## src/rtl/bin2bcd_display_if.sv

```systemverilog
// Bus between the calculator stage and the BCD / 7-segment display block.
//   value  : unsigned binary result to convert (WIDTH bits)
//   start  : conversion request
//   busy   : conversion in progress
//   done   : one-cycle pulse when bcd/hex/ovf are updated
//   ovf    : last converted value exceeded the 8-digit display range
//   bcd    : packed BCD result, digit 0 in bits [3:0]
//   hex    : active-low segments, digit n in [7n+6:7n], bit 0 = a .. bit 6 = g
// Modports: master drives value/start, slave (the converter) drives the rest.
interface bin2bcd_display_if #(
  parameter int WIDTH  = 27,
  parameter int DIGITS = 8
);
  logic [WIDTH-1:0]    value;
  logic                start;
  logic                busy;
  logic                done;
  logic                ovf;
  logic [DIGITS*4-1:0] bcd;
  logic [DIGITS*7-1:0] hex;

  modport master (
    output value, start,
    input  busy, done, ovf, bcd, hex
  );

  modport slave (
    input  value, start,
    output busy, done, ovf, bcd, hex
  );
endinterface

```

## src/rtl/bin2bcd_display.sv

```systemverilog
// Iterative binary-to-BCD converter (shift-add-3) with 7-segment driver.
// A start request in IDLE latches the value; WIDTH shift iterations follow,
// then one FINISH cycle registers bcd/hex/ovf and pulses done.
// Values above 99_999_999 set ovf, clear bcd and show dashes on every digit.
// Ports:
//   clk : rising-edge clock
//   rst : asynchronous active-high reset
//   bus : bin2bcd_display_if.slave (value, start in; busy, done, ovf, bcd, hex out)
// Optional build macro:
//   BIN2BCD_BLANK_EN : leading-zero blanking of the segment outputs
//                      (digit 0 always shown, dashes never blanked, bcd unaffected).
module bin2bcd_display #(
  parameter int WIDTH  = 27,
  parameter int DIGITS = 8
) (
  input  logic                    clk,
  input  logic                    rst,
  bin2bcd_display_if.slave        bus
);

  // One spare digit of scratch keeps every 27-bit conversion exact.
  localparam int SCR_W = (DIGITS + 1) * 4;
  localparam int CNT_W = $clog2(WIDTH);
  localparam logic [CNT_W-1:0] CNT_LAST = CNT_W'(WIDTH - 1);

  typedef enum logic [1:0] {
    IDLE   = 2'd0,
    CONV   = 2'd1,
    FINISH = 2'd2
  } state_t;

  state_t              state_r;
  state_t              state_next_s;
  logic [WIDTH-1:0]    value_r;
  logic [WIDTH-1:0]    shift_r;
  logic [SCR_W-1:0]    scratch_r;
  logic [SCR_W-1:0]    adj_s;
  logic [CNT_W-1:0]    cnt_r;
  logic                busy_r;
  logic                done_r;
  logic                ovf_r;
  logic [DIGITS*4-1:0] bcd_r;
  logic [DIGITS*7-1:0] hex_r;
  logic [DIGITS*7-1:0] hex_dec_s;
  logic                over_s;

  // Active-low 7-segment pattern for one BCD digit.
  function automatic logic [6:0] seg7(input logic [3:0] d);
    logic [6:0] s;
    case (d)
      4'd0:    s = 7'h40;
      4'd1:    s = 7'h79;
      4'd2:    s = 7'h24;
      4'd3:    s = 7'h30;
      4'd4:    s = 7'h19;
      4'd5:    s = 7'h12;
      4'd6:    s = 7'h02;
      4'd7:    s = 7'h78;
      4'd8:    s = 7'h00;
      4'd9:    s = 7'h10;
      default: s = 7'h7F;
    endcase
    return s;
  endfunction

  // Double-dabble correction: every nibble >= 5 gets +3 before the shift.
  function automatic logic [SCR_W-1:0] add3_all(input logic [SCR_W-1:0] s);
    logic [SCR_W-1:0] r;
    r = '0;
    for (int i = 0; i < DIGITS + 1; i++) begin
      if (s[4*i +: 4] >= 4'd5) begin
        r[4*i +: 4] = s[4*i +: 4] + 4'd3;
      end else begin
        r[4*i +: 4] = s[4*i +: 4];
      end
    end
    return r;
  endfunction

  assign adj_s  = add3_all(scratch_r);
  // Overflow is judged on the latched binary value, not on the scratch.
  assign over_s = (32'(value_r) > 32'd99_999_999);

`ifdef BIN2BCD_BLANK_EN
  logic lead_s;

  // Segment decode with leading zeros blanked; digit 0 is always shown.
  always_comb begin
    lead_s    = 1'b1;
    hex_dec_s = '0;
    for (int i = DIGITS - 1; i >= 0; i--) begin
      if (lead_s && (i != 0) && (scratch_r[4*i +: 4] == 4'd0)) begin
        hex_dec_s[7*i +: 7] = 7'h7F;
      end else begin
        lead_s              = 1'b0;
        hex_dec_s[7*i +: 7] = seg7(scratch_r[4*i +: 4]);
      end
    end
  end
`else
  // Segment decode of every digit, leading zeros included.
  always_comb begin
    hex_dec_s = '0;
    for (int i = 0; i < DIGITS; i++) begin
      hex_dec_s[7*i +: 7] = seg7(scratch_r[4*i +: 4]);
    end
  end
`endif

  // FSM state register.
  always_ff @(posedge clk or posedge rst) begin
    if (rst) begin
      state_r <= IDLE;
    end else begin
      state_r <= state_next_s;
    end
  end

  // FSM next-state logic; start is only looked at in IDLE.
  always_comb begin
    state_next_s = state_r;
    case (state_r)
      IDLE: begin
        if (bus.start) state_next_s = CONV;
        else           state_next_s = IDLE;
      end
      CONV: begin
        if (cnt_r == CNT_LAST) state_next_s = FINISH;
        else                   state_next_s = CONV;
      end
      FINISH:  state_next_s = IDLE;
      default: state_next_s = IDLE;
    endcase
  end

  // Datapath and registered outputs.
  always_ff @(posedge clk or posedge rst) begin
    if (rst) begin
      value_r   <= '0;
      shift_r   <= '0;
      scratch_r <= '0;
      cnt_r     <= '0;
      busy_r    <= 1'b0;
      done_r    <= 1'b0;
      ovf_r     <= 1'b0;
      bcd_r     <= '0;
      hex_r     <= {DIGITS{7'h7F}};
    end else begin
      done_r <= 1'b0;
      case (state_r)
        IDLE: begin
          if (bus.start) begin
            value_r   <= bus.value;
            shift_r   <= bus.value;
            scratch_r <= '0;
            cnt_r     <= '0;
            busy_r    <= 1'b1;
          end
        end
        CONV: begin
          // The bit shifted out of the top of the scratch is always zero.
          {scratch_r, shift_r} <= {adj_s, shift_r} << 1;
          cnt_r                <= cnt_r + {{(CNT_W-1){1'b0}}, 1'b1};
        end
        FINISH: begin
          busy_r <= 1'b0;
          done_r <= 1'b1;
          if (over_s) begin
            ovf_r <= 1'b1;
            bcd_r <= '0;
            hex_r <= {DIGITS{7'h3F}};
          end else begin
            ovf_r <= 1'b0;
            bcd_r <= scratch_r[DIGITS*4-1:0];
            hex_r <= hex_dec_s;
          end
        end
        default: begin
          busy_r <= 1'b0;
        end
      endcase
    end
  end

  assign bus.busy = busy_r;
  assign bus.done = done_r;
  assign bus.ovf  = ovf_r;
  assign bus.bcd  = bcd_r;
  assign bus.hex  = hex_r;

endmodule
```

## src/flat_wrapper.sv

```systemverilog
// flat-port wrapper written by rule: the top's interface ports become plain ports
module bin2bcd_display_flat 
#(
  parameter int WIDTH  = 27,
  parameter int DIGITS = 8
)
  (clk, rst, bus_value, bus_start, bus_busy, bus_done, bus_ovf, bus_bcd, bus_hex);
  bin2bcd_display_if #(.WIDTH(WIDTH), .DIGITS(DIGITS)) bus_i ();
  input  logic clk;
  input  logic rst;
  input wire logic [$bits(bus_i.value)-1:0] bus_value;
  input wire logic [$bits(bus_i.start)-1:0] bus_start;
  output wire logic [$bits(bus_i.busy)-1:0] bus_busy;
  output wire logic [$bits(bus_i.done)-1:0] bus_done;
  output wire logic [$bits(bus_i.ovf)-1:0] bus_ovf;
  output wire logic [$bits(bus_i.bcd)-1:0] bus_bcd;
  output wire logic [$bits(bus_i.hex)-1:0] bus_hex;
  assign bus_i.value = bus_value;
  assign bus_i.start = bus_start;
  assign bus_busy = bus_i.busy;
  assign bus_done = bus_i.done;
  assign bus_ovf = bus_i.ovf;
  assign bus_bcd = bus_i.bcd;
  assign bus_hex = bus_i.hex;
  bin2bcd_display #(.WIDTH(WIDTH), .DIGITS(DIGITS)) u_core (.clk(clk), .rst(rst), .bus(bus_i));
endmodule
```

## config.mk

```make
export PLATFORM = sky130hd
export DESIGN_NAME = bin2bcd_display_flat
export DESIGN_NICKNAME = d
export VERILOG_FILES = /design/src/rtl/bin2bcd_display_if.sv /design/src/rtl/bin2bcd_display.sv /design/src/flat_wrapper.sv
export SDC_FILE = /design/constraint.sdc
export NUM_CORES = 1
export LEC_CHECK = 0
export ABC_AREA = 0
export CAP_MARGIN = 20
export CELL_PAD_IN_SITES_DETAIL_PLACEMENT = 0
export CELL_PAD_IN_SITES_GLOBAL_PLACEMENT = 1
export CORE_MARGIN = 2
export CORE_UTILIZATION = 46
export CTS_BUF_LIST = sky130_fd_sc_hd__clkbuf_16
export CTS_CLUSTER_DIAMETER = 30
export DETAILED_ROUTE_END_ITERATION = 8
export PLACE_DENSITY_LB_ADDON = 0.1
export SETUP_SLACK_MARGIN = 0.3
export SYNTH_ARGS = -nofsm -noshare
export SYNTH_HDL_FRONTEND = slang
export SYNTH_SLANG_ARGS = --single-unit
```

## constraint.sdc

```tcl
create_clock -name clk -period 10.8 [get_ports clk]
set_input_delay 1.08 -clock clk [delete_from_list [all_inputs] [get_ports clk]]
set_output_delay 1.08 -clock clk [all_outputs]
set_load 0.005 [all_outputs]
```

Word-level counts from Yosys, hierarchy flattened
Memories as Yosys holds them, arrays and structs flattened.
Index checks and enable logic that the tools add are counted.

cells by class
  multiplexer cells = 24
  order comparisons = 10
  add/subtract/negate cells = 10
  equality and inequality tests = 4
  reduce and logical (&&, ||, !) cells = 5
  bitwise logic cells = 1

operator list
  kind                                                                                 number
  36-bit case mux with 2 select lines                                                  1
  56-bit 2-to-1 mux                                                                    1
  27-bit case mux with 2 select lines                                                  1
  4-bit by 3-bit greater-or-equal comparator with 1-bit output, second input constant  9
  36-bit 2-to-1 mux                                                                    1
  4-bit by 2-bit adder with 4-bit output, second input constant                        8
  32-bit 2-to-1 mux                                                                    1
  4-bit 2-to-1 mux                                                                     8
  27-bit > comparator, second input constant                                           1
  27-bit 2-to-1 mux                                                                    1
  5-bit case mux with 2 select lines                                                   1
  2-bit AND reduction                                                                  3
  5-bit by 1-bit adder with 5-bit output, second input constant                        1
  5-bit equality test, second input constant                                           1
  5-bit 2-to-1 mux                                                                     1
  1-bit 2-to-1 mux                                                                     4
  2-bit case mux with 2 select lines                                                   1
  3-bit by 2-bit adder with 3-bit output, second input constant                        1
  3-bit 2-to-1 mux                                                                     1
  2-bit by 1-bit equality test with 1-bit output, second input constant                1
  2-bit equality test, second input constant                                           1
  2-bit zero test                                                                      1
  2-bit 2-to-1 mux                                                                     1
  2-bit inequality test, second input constant                                         1
  other kinds (3)                                                                      3

storage, ports and cells
  memories kept = 8
  input bits = 30
  bits in registers = 188
  ROM bits = 896
  output and inout port bits = 91

memories
  memory           words  width  read ports  clocked after memory_dff  wr ports  RTL line               text
  (no name shown)  16     7      1           0                         0         bin2bcd_display.sv:50  case (d)
  (no name shown)  16     7      1           0                         0         bin2bcd_display.sv:50
  (no name shown)  16     7      1           0                         0         bin2bcd_display.sv:50
  (no name shown)  16     7      1           0                         0         bin2bcd_display.sv:50
  (no name shown)  16     7      1           0                         0         bin2bcd_display.sv:50
  (no name shown)  16     7      1           0                         0         bin2bcd_display.sv:50
  2 more memories  -      -      -           -                         -         -

Depth between registers and ports, before layout
Gate-level depths: netlist of the first run.

  depth after elaboration = 3
  gate-level depth with buffers = 7

Worst setup path before layout of the first run
Ideal clock, no wire load.

  path kind = in2reg
  from = input port bus_start
  to = register u_core.value_r[10]
  path slack = 8.618 ns
  arrival time = 2.058 ns
  path buffers = 2
  library setup time = 0.125 ns
  stages on the path = 5
  path through = nor2b_1 > buf_2 > nor2b_4 > buf_2 > mux2_2

between the ends
  longest elaborated chain between the ends = 1

RTL lines
  element                               RTL line                text
  start: declaration                    flat_wrapper.sv:12      input wire logic [$bits(bus_i.start)-1:0] bus_start;
  2-bit AND reduction (no source line)  -
  end signal: assignment                bin2bcd_display.sv:153  value_r <= bus.value;
  end: declaration                      bin2bcd_display.sv:34   logic [WIDTH-1:0] value_r;

No other way between the ends.
A chain may end at the register's enable or synchronous reset.

Worst setup path after layout of the first run
  from = register u_core.state_r[0]
  to = register u_core.hex_r[49], in the netlist u_core.bus.hex[49]

between the ends
  longest elaborated chain between the ends = 1

RTL lines
  element                   RTL line                text
  start: declaration        bin2bcd_display.sv:32   state_t state_r;
  start signal: assignment  bin2bcd_display.sv:115  state_r <= state_next_s;
  2-bit equality test       bin2bcd_display.sv:150  case (state_r)
  end signal: assignment    bin2bcd_display.sv:147  hex_r <= {DIGITS{7'h7F}};
  end signal: assignment    bin2bcd_display.sv:171  hex_r <= {DIGITS{7'h3F}};
  end signal: assignment    bin2bcd_display.sv:175  hex_r <= hex_dec_s;
  end: declaration          bin2bcd_display.sv:43   logic [DIGITS*7-1:0] hex_r;

No other way between the ends.

==> results of run 1 <==
[layout make-up]
cell class / count / area [um^2]
clock buffers: 17 / 425
multi-input cells: 571 / 3890
flip-flops and latches: 176 / 4470
clock inverters: 15 / 113
inverters: 40 / 155
well taps: 234 / 293
fillers: 1640 / 8100
repair buffers: 129 / 1310
[flip-flops by register name, summed over array words and instances, names as in the netlist]
register,flops
u_core.bus.busy,1
u_core.bus.hex,56
u_core.value_r,19
u_core.state_r,2
u_core.shift_r,27
u_core.cnt_r,5
u_core.bus.ovf,1
u_core.scratch_r,32
u_core.bus.bcd,32
u_core.bus.done,1
[per-stage QoR]
| stage | total power [uW] | worst slack (ns) |
|---|---|---|
| 2_1_floorplan | 2160 | 5.04 |
| 3_3_place_gp | 2620 | 7.56 |
| 3_5_place_dp | 2680 | 7.46 |
| 4_1_cts | 3250 | 7.85 |
| 5_1_grt | 3520 | 7.69 |
| 6_report | 3240 | 7.90 |
[Yosys cell counts, types with 3 or more instances]
cell type	instances	area share, %
dfrtp_1	120	34
o21ai_0	85	4.8
nor2_1	71	3.0
nand2_1	61	2.6
dfstp_2	56	17
a31oi_1	49	3.5
ha_1	49	7.0
a32o_1	40	4.6
inv_1	39	1.7
clkbuf_1	37	1.6
a21oi_1	35	2.0
a22oi_1	28	2.4
buf_2	28	1.6
mux2_2	19	2.4
nand2b_1	18	1.3
mux2i_1	16	1.8
o22ai_1	16	1.1
xnor2_1	9	0.90
a22o_1	8	0.80
xor2_1	8	0.80
nand3_1	6	0.34
nor3b_1	5	0.43
o211ai_1	5	0.43
a21boi_0	4	0.34
a21o_1	4	0.34
and2_1	4	0.28
nor2b_1	3	0.21
[how the worst max path moves through the flow]
stage | to | slack [ns] | start | depth (start not counted)
global route | u_core.bus.hex[52] | 7.69 | u_core.state_r[0] | 6
floorplan | u_core.bus.bcd[0] | 5.04 | rst | 1
CTS | u_core.bus.hex[49] | 7.85 | u_core.state_r[0] | 6
finish | u_core.bus.hex[49] | 7.90 | u_core.state_r[0] | 6
global placement | u_core.bus.bcd[21] | 7.56 | rst | 3
detailed placement | u_core.bus.bcd[23] | 7.46 | rst | 3
[where the power goes]
| group | switching (uW) | internal (uW) | leakage (uW) | total [uW] |
|---|---|---|---|---|
| sequential | 283 | 999 | 0.00212 | 1280 |
| clock | 270 | 296 | 0.000260 | 566 |
| combinational | 667 | 720 | 0.00206 | 1390 |
| total | 1220 | 2020 | 0.00444 | 3240 |
[per-layer routing]
layer / routed length, um / GRT usage [%] / vias to the layer above / part of all wire, %
met2: 10200 / 35.7 / 138 / 49
met3: 611 / 3.70 / 17 / 3.0
met4: 225 / 6.41 / 0 / 1.1
met5: 0 / 0 / - / 0
met1: 9630 / 28.8 / 3433 / 47
li1: - / - / 3231 / -
[logic make-up after synthesis]
kind of cell / synth area share, %
buffers and inverters: 5.19
multiplexers: 4.38
XOR/XNOR: 1.69
AND/OR/NAND/NOR: 9.19
flip-flops: 50.9
AO/OA/AOI/OAI: 21.7
adder cells (fa/ha/maj): 6.97
[worst max-delay path: stages (launching register included)]
cell      delay (ns)
dfrtp_1         0.36
buf_4           0.24
nand2b_2        0.74
a21oi_4         0.31
buf_4           0.67
and2_1          0.32
a31oi_1         0.11
==> key figures, run 1 <==
Clock tree
  • Clk pin slew, worst setup/hold paths: 0.07 ns
  • CTS buffer count: 17
  • Post-CTS Hold Buffers: 0
  • CTS tree: yes
  • Cts repair resizes: 0
  • CTS sink cnt: 176
  • Worst skew pair latency: 0.43 ns
  • H-tree lvl count: 4
  • Clock Tree Buf Depth: 2
  • Post-CTS Setup Inserts: 0
  • Root buffer cell: clkbuf_16

Global routing
  • GRT Residual Overflow: 0
  • Total track usage: around 21%
  • First-pass GRT wire length: 34900 um
  • Vias in the first global route: 6901
  • Largest net degree at the start of global routing: 93
  • Initial antenna violation count: 0

Worst setup path
  • Critical path class: flop to flop
  • CP arrival: 3.24 ns
  • Reg-to-Reg End: u_core.bus.hex[49]
  • Register-to-register setup slack: around 8 ns
  • Reg2Reg Depth: 6
  • Reg2reg start: u_core.state_r[0]
  • Startpoint types: flop
  • CP max FO: 77
  • Critical Path RT: between 10 and 15 ns
  • Critical path capture point type: flop

Worst hold path
  • Hold path cells: 2
  • HP Start: u_core.shift_r[23]
  • Worst Hold End: u_core.shift_r[23]
  • Worst min-delay path class: flop to flop

Placement
  • Final HPWL DP: 13200 um
  • Port bufs: 120
  • Placed insts: 1147
  • Placed Area: 10100 um^2
  • Final GP Congestion: 0.830

STA
  • Slew Limit Fails: 0
  • Final TNS setup: 0 ns
  • Fin. Hold Viols: 0
  • Post-layout minimum cycle time: 2.90 ns
  • RSZ-0062 raised after global routing: no
  • Setup-failing EPs final: 0
  • F_max: approximately 340 MHz
  • Worst slew pin tran: about 1.1 ns
  • Hold Slack: 0.486 ns
  • Fin crit share: between 20% and 30%
  • Max-slew headroom at the worst pin: between 20% and 30%
  • Final clock skew: 0.00827 ns

Layout
  • Util after Layout: 56.8%
  • Share of cells above drive strength 1: 13.6%
  • Leading cell types in the layout, fill and taps excluded: clkdlybuf4s50_1 (120), dfrtp_1 (120), o21ai_0 (85), nor2_1 (71), nand2_1 (61)
  • Layout Nets: 1014
  • Area Overhead vs Synth: 21.2%
  • Post-Layout Inst Area: 10700 um^2
  • Non-filler instance count after layout: 1182
  • Diodes inserted: 0

Synth
  • Cell area after synthesis: between 8000 and 9000 um^2
  • Yosys warning total: 0
  • Cell variety after synth: 50
  • Yosys reg bits: 176
  • Gate Count Post-Synth: 855
  • Sequential fraction of the synthesis area: 50.9%
  • Post-synth EDFFs: 0
  • Synth async-reset ratio: 100%
  • Syn Nets: 934
  • Mapped Avg Cell Area: 10.3 um^2
  • Synth Flop Type: dfrtp_1

Floorplan
  • Die ar.: around 20000 um^2
  • I/O pin count: approximately 120
  • Initial Util: 46.9%
  • Core region area: 18800 um^2
  • Core Rows: 50
  • Die Span X: ~140 um
  • Die height: 142 um

Routing
  • DR vias: 6819
  • Drt pass-1 iters: 4
  • DRC: 0
  • Routed Antenna Nets: 0
  • Iter 0 DRT Violations: 470
  • Wirelength per Cell: roughly 17 um
  • Vias per cell: just under 6
  • Final WL: 20700 um

Run status
  • Status: finished clean

Pwr
  • P_leak: 0.00444 uW
  • PD cells: about 300 nW/um^2
  • Max IR drop VDD: approximately 0.00013 V

Flow run
  • Maximum capacitance violations: 0
Power figures use the tool's default switching activity.
==> inputs of run 2 (changes only) <==
CORE_UTILIZATION = 39   (was 46)
clock period = 2.6 ns   (was 10.8 ns; I/O delays follow)
==> key figures, run 2 (same netlist as run 1, synthesis figures left out) <==
Floorplan
  • Initial Util: 40.1%
  • I/O pin count: 121
  • Core region area: 22000 um^2
  • Core Rows: 54
  • Die ar.: 23800 um^2
  • Die Span X: roughly 150 um
  • Die height: 154 um

Routing
  • DRC: 0
  • Drt pass-1 iters: 5
  • Routed Antenna Nets: 0
  • DR vias: 6795
  • Wirelength per Cell: about 17 um
  • Iter 0 DRT Violations: 350
  • Final WL: 21300 um
  • Vias per cell: 5.46

Clock tree
  • Clk pin slew, worst setup/hold paths: 0.07 ns
  • CTS tree: yes
  • CTS buffer count: 17
  • Post-CTS Setup Inserts: 0
  • Worst skew pair latency: around 0.43 ns
  • Post-CTS Hold Buffers: 0
  • CTS sink cnt: ~180
  • Clock Tree Buf Depth: 2
  • Root buffer cell: clkbuf_16
  • H-tree lvl count: 4
  • Cts repair resizes: 0

STA
  • Max-slew headroom at the worst pin: between 40% and 50%
  • Setup-failing EPs final: 0
  • Fin crit share: about 75%
  • Post-layout minimum cycle time: 1.95 ns
  • Slew Limit Fails: 0
  • F_max: 513 MHz
  • Fin. Hold Viols: 0
  • RSZ-0062 raised after global routing: no
  • Setup ws final: 0.651 ns
  • Hold Slack: approximately 0.26 ns
  • Worst slew pin tran: 0.771 ns
  • Final clock skew: 0.0148 ns
  • Final TNS setup: 0 ns

Layout
  • Area Overhead vs Synth: 23.7%
  • Leading cell types in the layout, fill and taps excluded: clkdlybuf4s50_1 (120), dfrtp_1 (120), o21ai_0 (85), nor2_1 (71), nand2_1 (61)
  • Max FFs per register: 56
  • Diodes inserted: 0
  • Share of cells above drive strength 1: 15.0%
  • Layout Nets: between 1000 and 1500

Placement
  • Final GP Congestion: 0.822
  • Pre-CTS setup slack: 0.546 ns
  • Final HPWL DP: about 15000 um
  • Port bufs: 120

Pwr
  • PD cells: 1250 nW/um^2
  • Max IR drop VDD: about 0.00064 V
  • P_leak: 0.00454 uW

Global routing
  • Initial antenna violation count: 0
  • First-pass GRT wire length: 36000 um
  • Total track usage: 18.6%
  • Largest net degree at the start of global routing: 45
  • GRT Residual Overflow: 0
  • Vias in the first global route: 6827

Worst setup path
  • Critical Path RT: just under 3 ns
  • Critical path class: flop to flop
  • CP max FO: 34
  • Startpoint types: flop
  • Critical path capture point type: flop
  • Reg-to-Reg End: u_core.bus.bcd[11]
  • Register-to-register setup slack: 0.65 ns
  • CP arrival: ~2.3 ns
  • Reg2Reg Depth: 5
  • Reg2reg start: u_core.value_r[25]

Worst hold path
  • Worst min-delay path class: input port to asynchronous set/reset pin

Run status
  • Status: finished clean

Flow run
  • Maximum capacitance violations: 0
run 2: through the flow:
| stage | std cells | utilization (%) | power [uW] | instance area [um^2] |
|---|---|---|---|---|
| 6_report | 1244 | 49.6 | 13700 | 10900 |
| 3_3_place_gp | 1212 | 46.9 | 11000 | 10300 |
| 3_5_place_dp | 1212 | 46.9 | 11200 | 10300 |
| 5_1_grt | 1244 | 49.6 | 14800 | 10900 |
| 4_1_cts | 1244 | 49.6 | 13800 | 10900 |
| 2_1_floorplan | 855 | - | 8950 | 8800 |
run 2: worst max-delay path by stage:
| stage | slack, ns | cells past startpoint | end | startpoint |
|---|---|---|---|---|
| final | 0.65 | 5 | u_core.bus.bcd[11] | u_core.value_r[25] |
| after detailed placement | 0.55 | 4 | u_core.value_r[25] | bus_start |
| after global placement | 0.63 | 4 | u_core.value_r[13] | bus_start |
| after global routing | 0.51 | 5 | u_core.bus.bcd[11] | u_core.value_r[18] |
| after CTS | 0.63 | 5 | u_core.bus.bcd[11] | u_core.value_r[25] |
| after floorplan | 0.13 | 1 | u_core.bus.bcd[0] | rst |
run 2: where the power goes:
group	switching (uW)	internal, uW	leakage (uW)	total [uW]
Clock	1200	1370	0.000291	2570
Sequential	1180	4150	0.00212	5330
Combinational	2750	3010	0.00213	5760
run 2: critical path: stages (launching register included):
cell	delay, ns
dfrtp_1	0.43
nand4b_1	0.19
nor2_1	0.21
nand3_4	0.31
buf_4	0.38
a32o_1	0.30
run 2: final cells by class:
type                    instances  area, um^2
clock buffers                  17         425
well taps                     280         350
multi-input cells             571        3890
repair buffers                145        1430
fillers                      2063       11100
flip-flops and latches        176        4470
inverters                      40         154
clock inverters                15         160
run 2: per-layer routing:
layer  wire length [um]  up-vias  global-route usage (%)
met5                  0        -                       0
met3                539       21                    2.52
li1                   -     3263                       -
met2              10200      108                    30.4
met4                258        0                    5.56
met1              10300     3403                    26.0
==> inputs of run 3 (changes only) <==
CORE_UTILIZATION = 43   (was 39)
clock period = 1.8 ns   (was 2.6 ns; I/O delays follow)
==> key figures, run 3 (same netlist as run 1, synthesis figures left out) <==
Layout
  • Area Overhead vs Synth: 39.0%
  • Layout fillers: roughly 1700
  • Seq. cell area: 4490 um^2
  • Layout Nets: roughly 1100
  • Max FFs per register: between 50 and 60
  • Non-filler instance count after layout: 1315
  • Multi-input gate area: 4310 um^2
  • Share of cells above drive strength 1: 27.5%
  • Diodes inserted: 0
  • Commonest non-fill, non-tap cell in the layout: dfrtp_1
  • Util after Layout: 60.6%
  • Leading cell types in the layout, fill and taps excluded: dfrtp_1 (107), o21ai_0 (80), nor2_1 (70), dlygate4sd2_1 (67), buf_4 (66)

Worst setup path
  • Startpoint types: flop
  • CP arrival: between 1.5 and 2 ns
  • Crit path max-delay cell type: dfrtp_1
  • CP max FO: 5
  • Critical Path RT: 2.12 ns
  • CP peak stage delay: 0.38 ns
  • Worst-path cell chain: nand4b_1 > nor2_2 > nand3_4 > buf_12 > clkbuf_16 > a32o_1
  • Critical path capture point type: flop
  • Critical path class: flop to flop

Floorplan
  • Core region area: 20200 um^2
  • Initial Util: 43.6%
  • Die Span X: 147 um
  • I/O pin count: about 120
  • Die height: 147 um
  • Die ar.: around 22000 um^2
  • Core Rows: 52

Routing
  • DRC: 0
  • Wirelength per Cell: between 15 and 20 um
  • Final WL: roughly 25000 um
  • Vias per cell: between 5 and 6
  • Drt pass-1 iters: 4
  • DR vias: 7322
  • Routed Antenna Nets: 0
  • Iter 0 DRT Violations: 479

Placement
  • Final HPWL DP: 15000 um
  • Final GP Congestion: 0.897
  • Placed insts: 1220
  • Port bufs: 120

Global routing
  • Grt met2 use: between 30 and 40%
  • Initial antenna violation count: 0
  • Largest net degree at the start of global routing: between 40 and 50
  • Met1 Use GR: 29.7%
  • First-pass GRT wire length: just under 40000 um
  • Total track usage: 22.3%
  • GRT Residual Overflow: 0
  • Vias in the first global route: roughly 7400
  • Layer with the highest usage: met2
  • Routing usage on met3: 3.48%

Clock tree
  • Root buffer cell: clkbuf_16
  • Clock Tree Buf Depth: 2
  • Clk pin slew, worst setup/hold paths: 0.06 ns
  • CTS tree: yes
  • CTS sink cnt: 176
  • Worst skew pair latency: 0.43 ns
  • H-tree lvl count: 4
  • CTS buffer count: 17
  • Post-CTS Hold Buffers: 0

STA
  • F_max: 632 MHz
  • Fin. Hold Viols: 0
  • Fin crit share: 87.9%
  • RSZ-0062 raised after global routing: yes
  • Worst slew pin tran: 0.508 ns
  • Slew Limit Fails: 0
  • Max-slew headroom at the worst pin: between 60% and 70%
  • Post-layout minimum cycle time: 1.58 ns
  • Final clock skew: around 0.013 ns
  • Setup-failing EPs final: 0
  • Hold Slack: 0.137 ns

Flow run
  • Maximum capacitance violations: 0

Pwr
  • P_leak: 0.00572 uW
  • PD cells: approximately 1800 nW/um^2
  • Max IR drop VDD: 0.000853 V

Worst hold path
  • Worst min-delay path class: input port to asynchronous set/reset pin

Run status
  • Status: finished clean
-- run 3: path summary, 6_finish.rpt --
kind                                       to  cells past startpoint               start  slack (ns)
hold reg to reg            u_core.shift_r[13]                      2  u_core.shift_r[13]        0.48
setup reg to reg            u_core.bus.bcd[6]                      6  u_core.value_r[25]        0.22
hold / removal              u_core.bus.bcd[1]                      2                 rst        0.14
min in group clk            u_core.shift_r[0]                      2        bus_value[0]        0.39
setup / recovery            u_core.bus.bcd[6]                      6  u_core.value_r[25]        0.22
max in group asynchronous  u_core.bus.hex[21]                      3                 rst        1.03
-- run 3: cell type report --
| type | count | share of cell area (%) |
|---|---|---|
| flip-flops and latches | 176 | 36.7 |
| multi-input cells | 571 | 35.2 |
| repair buffers | 226 | 19.6 |
| clock buffers | 18 | 3.68 |
| well taps | 270 | 2.76 |
| inverters | 40 | 1.38 |
| clock inverters | 14 | 0.634 |
-- run 3: critical path, delay by kind of cell (launching register included) --
| kind | cells | cell delay, ns |
|---|---|---|
| DFF | 1 | 0.38 |
| and+or+nand+nor | 3 | 0.51 |
| buffers and inverters | 2 | 0.34 |
| AOI/OAI and AO/OA | 1 | 0.23 |
-- run 3: timing repair --
item / in CTS / in global routing
setup buffers: 20 / 33
resized for setup: 102 / 108
endpoints found under the setup margin: 161 / 156
pin swaps: 8 / 17
gates cloned: 6 / 4
-- run 3: metal layers --
metal  up-vias  share of wire, %
li1       3425                 -
met1      3739                45
met2       135                51
met3        23               3.0
met4         0               1.2
met5         -                 0
-- run 3: power by group --
| part | internal, uW | total (uW) | switching [uW] |
|---|---|---|---|
| Clock | 1810 | 3340 | 1530 |
| Combinational | 5580 | 10900 | 5320 |
| Sequential | 6030 | 7420 | 1390 |
-- run 3: through the flow --
step	cell area (um^2)	total power (uW)	setup slack [ns]	TNS (ns)
after floorplan	8840	13000	-0.587	-72.69
after CTS	11400	20100	0.215	0
final	12200	21700	0.218	0
after global placement	10600	16300	0.201	0
after detailed placement	10600	16600	0.127	0
after global routing	12200	23300	0.186	0
